[src/rtl/tt_c6_sum_uart_tx.sv]
// Adds operand A and 7-bit operand B on a start edge and sends sum[7:0] as an 8N1 UART frame.
// Define SUMTX_PARITY_EN to insert an even-parity bit between the data and stop bits.
module tt_c6_sum_uart_tx #(
    parameter int unsigned CLKS_PER_BIT = 16
) (
    input  logic       clk,
    input  logic       rst_n,
    input  logic       ena,
    input  logic [7:0] ui_in,
    input  logic [7:0] uio_in,
    output logic [7:0] uo_out,
    output logic [7:0] uio_out,
    output logic [7:0] uio_oe
);

    typedef enum logic [2:0] {
        S_IDLE,
        S_START,
        S_DATA,
`ifdef SUMTX_PARITY_EN
        S_PARITY,
`endif
        S_STOP
    } state_t;

    localparam logic [11:0] BIT_LAST = 12'(CLKS_PER_BIT - 1);

    state_t      r_state;
    state_t      w_state_nxt;
    logic [11:0] r_cnt;
    logic [11:0] w_cnt_nxt;
    logic [2:0]  r_idx;
    logic [2:0]  w_idx_nxt;
    logic [7:0]  r_sum;
    logic [7:0]  w_sum_nxt;
    logic        r_carry;
    logic        w_carry_nxt;
    logic        r_done;
    logic        w_done_nxt;

    logic        r_sync1;
    logic        r_sync2;
    logic        r_sync2_d;
    logic        r_primed;
    logic        r_armed;

    logic        w_start_edge;
    logic        w_bit_end;
    logic [8:0]  w_sum;
    logic        w_tx;
    logic        w_busy;
    logic        w_unused;

    assign w_unused = ena;

    // A level already high at reset release must not count as an edge: the detector only
    // arms once a genuinely sampled low has been seen after reset.
    assign w_start_edge = r_armed & r_sync2 & ~r_sync2_d;
    assign w_bit_end    = (r_cnt == BIT_LAST);
    assign w_sum        = {1'b0, ui_in} + {2'b00, uio_in[6:0]};

    always_ff @(posedge clk) begin
        if (!rst_n) begin
            r_sync1   <= 1'b0;
            r_sync2   <= 1'b0;
            r_sync2_d <= 1'b0;
            r_primed  <= 1'b0;
            r_armed   <= 1'b0;
        end else begin
            r_sync1   <= uio_in[7];
            r_sync2   <= r_sync1;
            r_sync2_d <= r_sync2;
            r_primed  <= 1'b1;
            r_armed   <= r_armed | (r_primed & ~r_sync1);
        end
    end

    always_ff @(posedge clk) begin
        if (!rst_n) begin
            r_state <= S_IDLE;
            r_cnt   <= '0;
            r_idx   <= '0;
            r_sum   <= '0;
            r_carry <= 1'b0;
            r_done  <= 1'b0;
        end else begin
            r_state <= w_state_nxt;
            r_cnt   <= w_cnt_nxt;
            r_idx   <= w_idx_nxt;
            r_sum   <= w_sum_nxt;
            r_carry <= w_carry_nxt;
            r_done  <= w_done_nxt;
        end
    end

    always_comb begin
        w_state_nxt = r_state;
        w_cnt_nxt   = r_cnt;
        w_idx_nxt   = r_idx;
        w_sum_nxt   = r_sum;
        w_carry_nxt = r_carry;
        w_done_nxt  = 1'b0;
        case (r_state)
            S_IDLE: begin
                w_cnt_nxt = '0;
                w_idx_nxt = '0;
                if (w_start_edge) begin
                    w_sum_nxt   = w_sum[7:0];
                    w_carry_nxt = w_sum[8];
                    w_state_nxt = S_START;
                end
            end
            S_START: begin
                if (w_bit_end) begin
                    w_cnt_nxt   = '0;
                    w_idx_nxt   = '0;
                    w_state_nxt = S_DATA;
                end else begin
                    w_cnt_nxt = r_cnt + 12'd1;
                end
            end
            S_DATA: begin
                if (w_bit_end) begin
                    w_cnt_nxt = '0;
                    if (r_idx == 3'd7) begin
`ifdef SUMTX_PARITY_EN
                        w_state_nxt = S_PARITY;
`else
                        w_state_nxt = S_STOP;
`endif
                    end else begin
                        w_idx_nxt = r_idx + 3'd1;
                    end
                end else begin
                    w_cnt_nxt = r_cnt + 12'd1;
                end
            end
`ifdef SUMTX_PARITY_EN
            S_PARITY: begin
                if (w_bit_end) begin
                    w_cnt_nxt   = '0;
                    w_state_nxt = S_STOP;
                end else begin
                    w_cnt_nxt = r_cnt + 12'd1;
                end
            end
`endif
            S_STOP: begin
                if (w_bit_end) begin
                    w_cnt_nxt   = '0;
                    w_state_nxt = S_IDLE;
                    w_done_nxt  = 1'b1;
                end else begin
                    w_cnt_nxt = r_cnt + 12'd1;
                end
            end
            default: begin
                w_state_nxt = S_IDLE;
                w_cnt_nxt   = '0;
            end
        endcase
    end

    always_comb begin
        w_tx = 1'b1;
        case (r_state)
            S_START:  w_tx = 1'b0;
            S_DATA:   w_tx = r_sum[r_idx];
`ifdef SUMTX_PARITY_EN
            S_PARITY: w_tx = ^r_sum;
`endif
            default:  w_tx = 1'b1;
        endcase
    end

    assign w_busy  = (r_state != S_IDLE);
    assign uo_out  = {4'b0000, r_carry, r_done, w_busy, w_tx};
    assign uio_out = '0;
    assign uio_oe  = '0;

endmodule

[config.mk]
export PLATFORM = sky130hd
export DESIGN_NAME = tt_c6_sum_uart_tx
export DESIGN_NICKNAME = d
export VERILOG_FILES = /design/src/rtl/tt_c6_sum_uart_tx.sv
export SDC_FILE = /design/constraint.sdc
export NUM_CORES = 1
export LEC_CHECK = 0
export ABC_AREA = 1
export BUFFER_PORTS_ARGS = -buffer_cell sky130_fd_sc_hd__clkbuf_2
export CELL_PAD_IN_SITES_DETAIL_PLACEMENT = 1
export CELL_PAD_IN_SITES_GLOBAL_PLACEMENT = 2
export CORE_UTILIZATION = 32
export CTS_CLUSTER_DIAMETER = 40
export DETAILED_ROUTE_END_ITERATION = 7
export PLACE_DENSITY = 0.85
export SLEW_MARGIN = 10
export SYNTH_ARGS = -nofsm -noshare
export SYNTH_HDL_FRONTEND = slang
export SYNTH_SLANG_ARGS = --single-unit
[constraint.sdc]
create_clock -name clk -period 2.9 [get_ports clk]
set_input_delay 0.29 -clock clk [delete_from_list [all_inputs] [get_ports clk]]
set_output_delay 0.29 -clock clk [all_outputs]
set_load 0.01 [all_outputs]
==> metrics.cfg <==
[final_layout]
final_util=0.366
seq_area_um2=641
num_antenna_cells=0
multiInputGateArea_mm2=0.00114
final_cells=379
area_growth_pct=8.17
most-common-layout-cells=nand2_1, inv_1, dfxtp_1
drive_gt1_frac=0.141
fillers=804
num-nets-final=339
final_common_cell=nand2_1

[yosys]
synth_top_area_share=0.314
syn_inst=282
synth_seq_cells=32
netlist_area_mm2=0.00204
ys_seq_area_frac=0.314
synth_top_area_cell=dfxtp_1
postSynthAreaPerCell_um2=7.22
synth_edf_count=0
synth_warnings=0
ys.flop_type=dfxtp_1
yosysUniqueCellTypes=32
async_flop_share=0
yosys-top-cells-area=dfxtp_1, nand2_1, ha_1

[floorplanning]
die_height_um=81.8
dieArea_mm2=0.00669
num_io_pins=43
row_count=28
start_util=0.338
die_width_um=81.8
fp.coreArea_mm2=0.00603

[setup_path]
crit_fanout=6
r2r-end=r_sum[4]$_SDFFE_PN0P_
required_ns=2.61
rr_startpoint=r_state[0]$_SDFFE_PN0P_
crit_start=r_state[0]$_SDFFE_PN0P_
cpLargestDelayFamily=simple AND/OR/NAND/NOR gates
cp-endpoint=uo_out[0]
critical_path_depth=5
cp.arrival_ns=1.62
worst-path-buf-inv=2
cp-start-kind=flip-flop
slowest_stage=dfxtp_1
reg2reg_depth=7
path_cells=inv_1 > ha_1 > or2_2 > nand2_1 > clkbuf_2
ff2ff_setup_slack_ns=1.15
end_kind=output port
crit_path_max_incr_delay_ns=0.39
critical_path_class=reg2out

[global_route]
grt_overflow=0
gr-usage-all-layers=0.144
grt_max_degree=13
grt_pass1_vias=1651
grt_pass1_wl_um=7330
antenna_found_initial=0

[power_and_ir_drop]
p_leak_nw=1.03
ir_worst_vdd_v=0.000214
power.total_mw=1.12
pwr_density_cell_mw_per_mm2=508

[sta]
fmax_mhz=522
worst_slack_ns=0.986
period_share=0.660
slew_viol_final=0
finalClockSkew_ns=0.00780
layout_min_cycle_time_ns=1.91
setup_violations=0
rsz0062_at_grt=false
finalSetupTns_ns=0
finalHoldViolations=0

[hold_path]
hp-class=in2reg
min_from=uio_in[7]

[status]
status=finished clean

[drt]
vias=1732
viasPerCell=4.57
antenna_left=0
wl_per_cell_um=10.8
drcViolationCount=0
firstDrtPassIters=4
wl_um=4100
dr.first_iter.drc_count=44

[clocking]
clk_latency_ns=0.29
cts_tree=done
clockRootBuffer=clkbuf_8
cts.htree.levels=2
cts_hold_buf=0
cts_buffer_depth=2
post-cts-setup-buffer-count=0
cts_resized=0
cts.reportedPaths.clkPinSlew_ns=0.07
cts_buffers=5
cts_sinks=32

[placed_design]
pre_cts_slack_ns=1.12
dp_hpwl_um=3270
dp_cells=371
routabilityCongestion=0.725
io_buffer_count=21

[run]
drv_cap=0

==> metrics by stage <==
step                area (um^2)  hold WS (ns)
finish                     2200         0.185
floorplan                  2110         0.318
global placement           2120         0.417
CTS                        2200         0.176
global route               2200         0.199
detailed placement         2120         0.434
==> per-layer routing <==
layer  global-route usage  up-vias  share of wire
met1                0.186      789           0.50
met2                0.229       36           0.45
met4               0.0684        0          0.018
li1                     -      900              -
met3               0.0300        7          0.032
met5                    0        -              0
==> worst min-delay path, cell delays in order <==
cell      delay [ns]
clkbuf_2        0.07
nand2_1         0.04
inv_1           0.04
==> synth_stat cells, types with 2 or more instances <==
cell,number
nand2_2,3
a21oi_1,25
nand3_1,11
nand3_2,2
nor3_2,2
or2_2,3
o211ai_1,3
xor2_1,4
buf_4,25
o21ai_0,5
or2_1,2
clkinv_1,2
nor2_2,2
dfxtp_1,32
nand2_1,57
nor2_1,29
o21a_1,2
inv_1,35
ha_1,16
nand4_1,9
xnor2_1,2
==> state kept, by name, summed over array words and instances, names as in the netlist <==
register   count
r_armed        1
r_carry        1
r_cnt         12
r_done         1
r_idx          3
r_primed       1
r_state        2
r_sum          8
r_sync1        1
r_sync2        1
r_sync2_d      1
==> logic make-up after synthesis <==
group,synth area share
AOI/OAI and AO/OA,0.0995
other,0.00184
adders and majority gates,0.108
and+or+nand+nor,0.288
buffers and inverters,0.162
DFF,0.314
xor gates and xnor gates,0.0258
==> where the power goes <==
| group | internal (mW) | leakage (nW) | total [mW] | switching (mW) |
|---|---|---|---|---|
| logic | 0.106 | 0.725 | 0.292 | 0.186 |
| clock network | 0.167 | 0.0479 | 0.338 | 0.171 |
| registers | 0.465 | 0.260 | 0.489 | 0.0240 |
| total | 0.738 | 1.03 | 1.12 | 0.382 |
==> worst min-delay path by stage <==
stage | cells after the start | slack [ns] | end
3_5_place_dp | 2 | 0.43 | r_sync2$_SDFF_PN0_
4_1_cts | 3 | 0.18 | r_sync1$_SDFF_PN0_
2_1_floorplan | 0 | 0.32 | r_primed$_DFF_P_
6_report | 3 | 0.18 | r_sync1$_SDFF_PN0_
5_1_grt | 3 | 0.20 | r_sync1$_SDFF_PN0_
3_3_place_gp | 2 | 0.42 | r_sync2$_SDFF_PN0_
==> layout make-up <==
class	count	area share
Clock buffer	5	0.0312
Multi-Input combinational cell	206	0.516
Clock inverter	3	0.00852
Inverter	37	0.0630
Sequential cell	32	0.291
Tap cell	75	0.0426
Timing Repair Buffer	21	0.0477
Power figures use the tool's default switching activity.
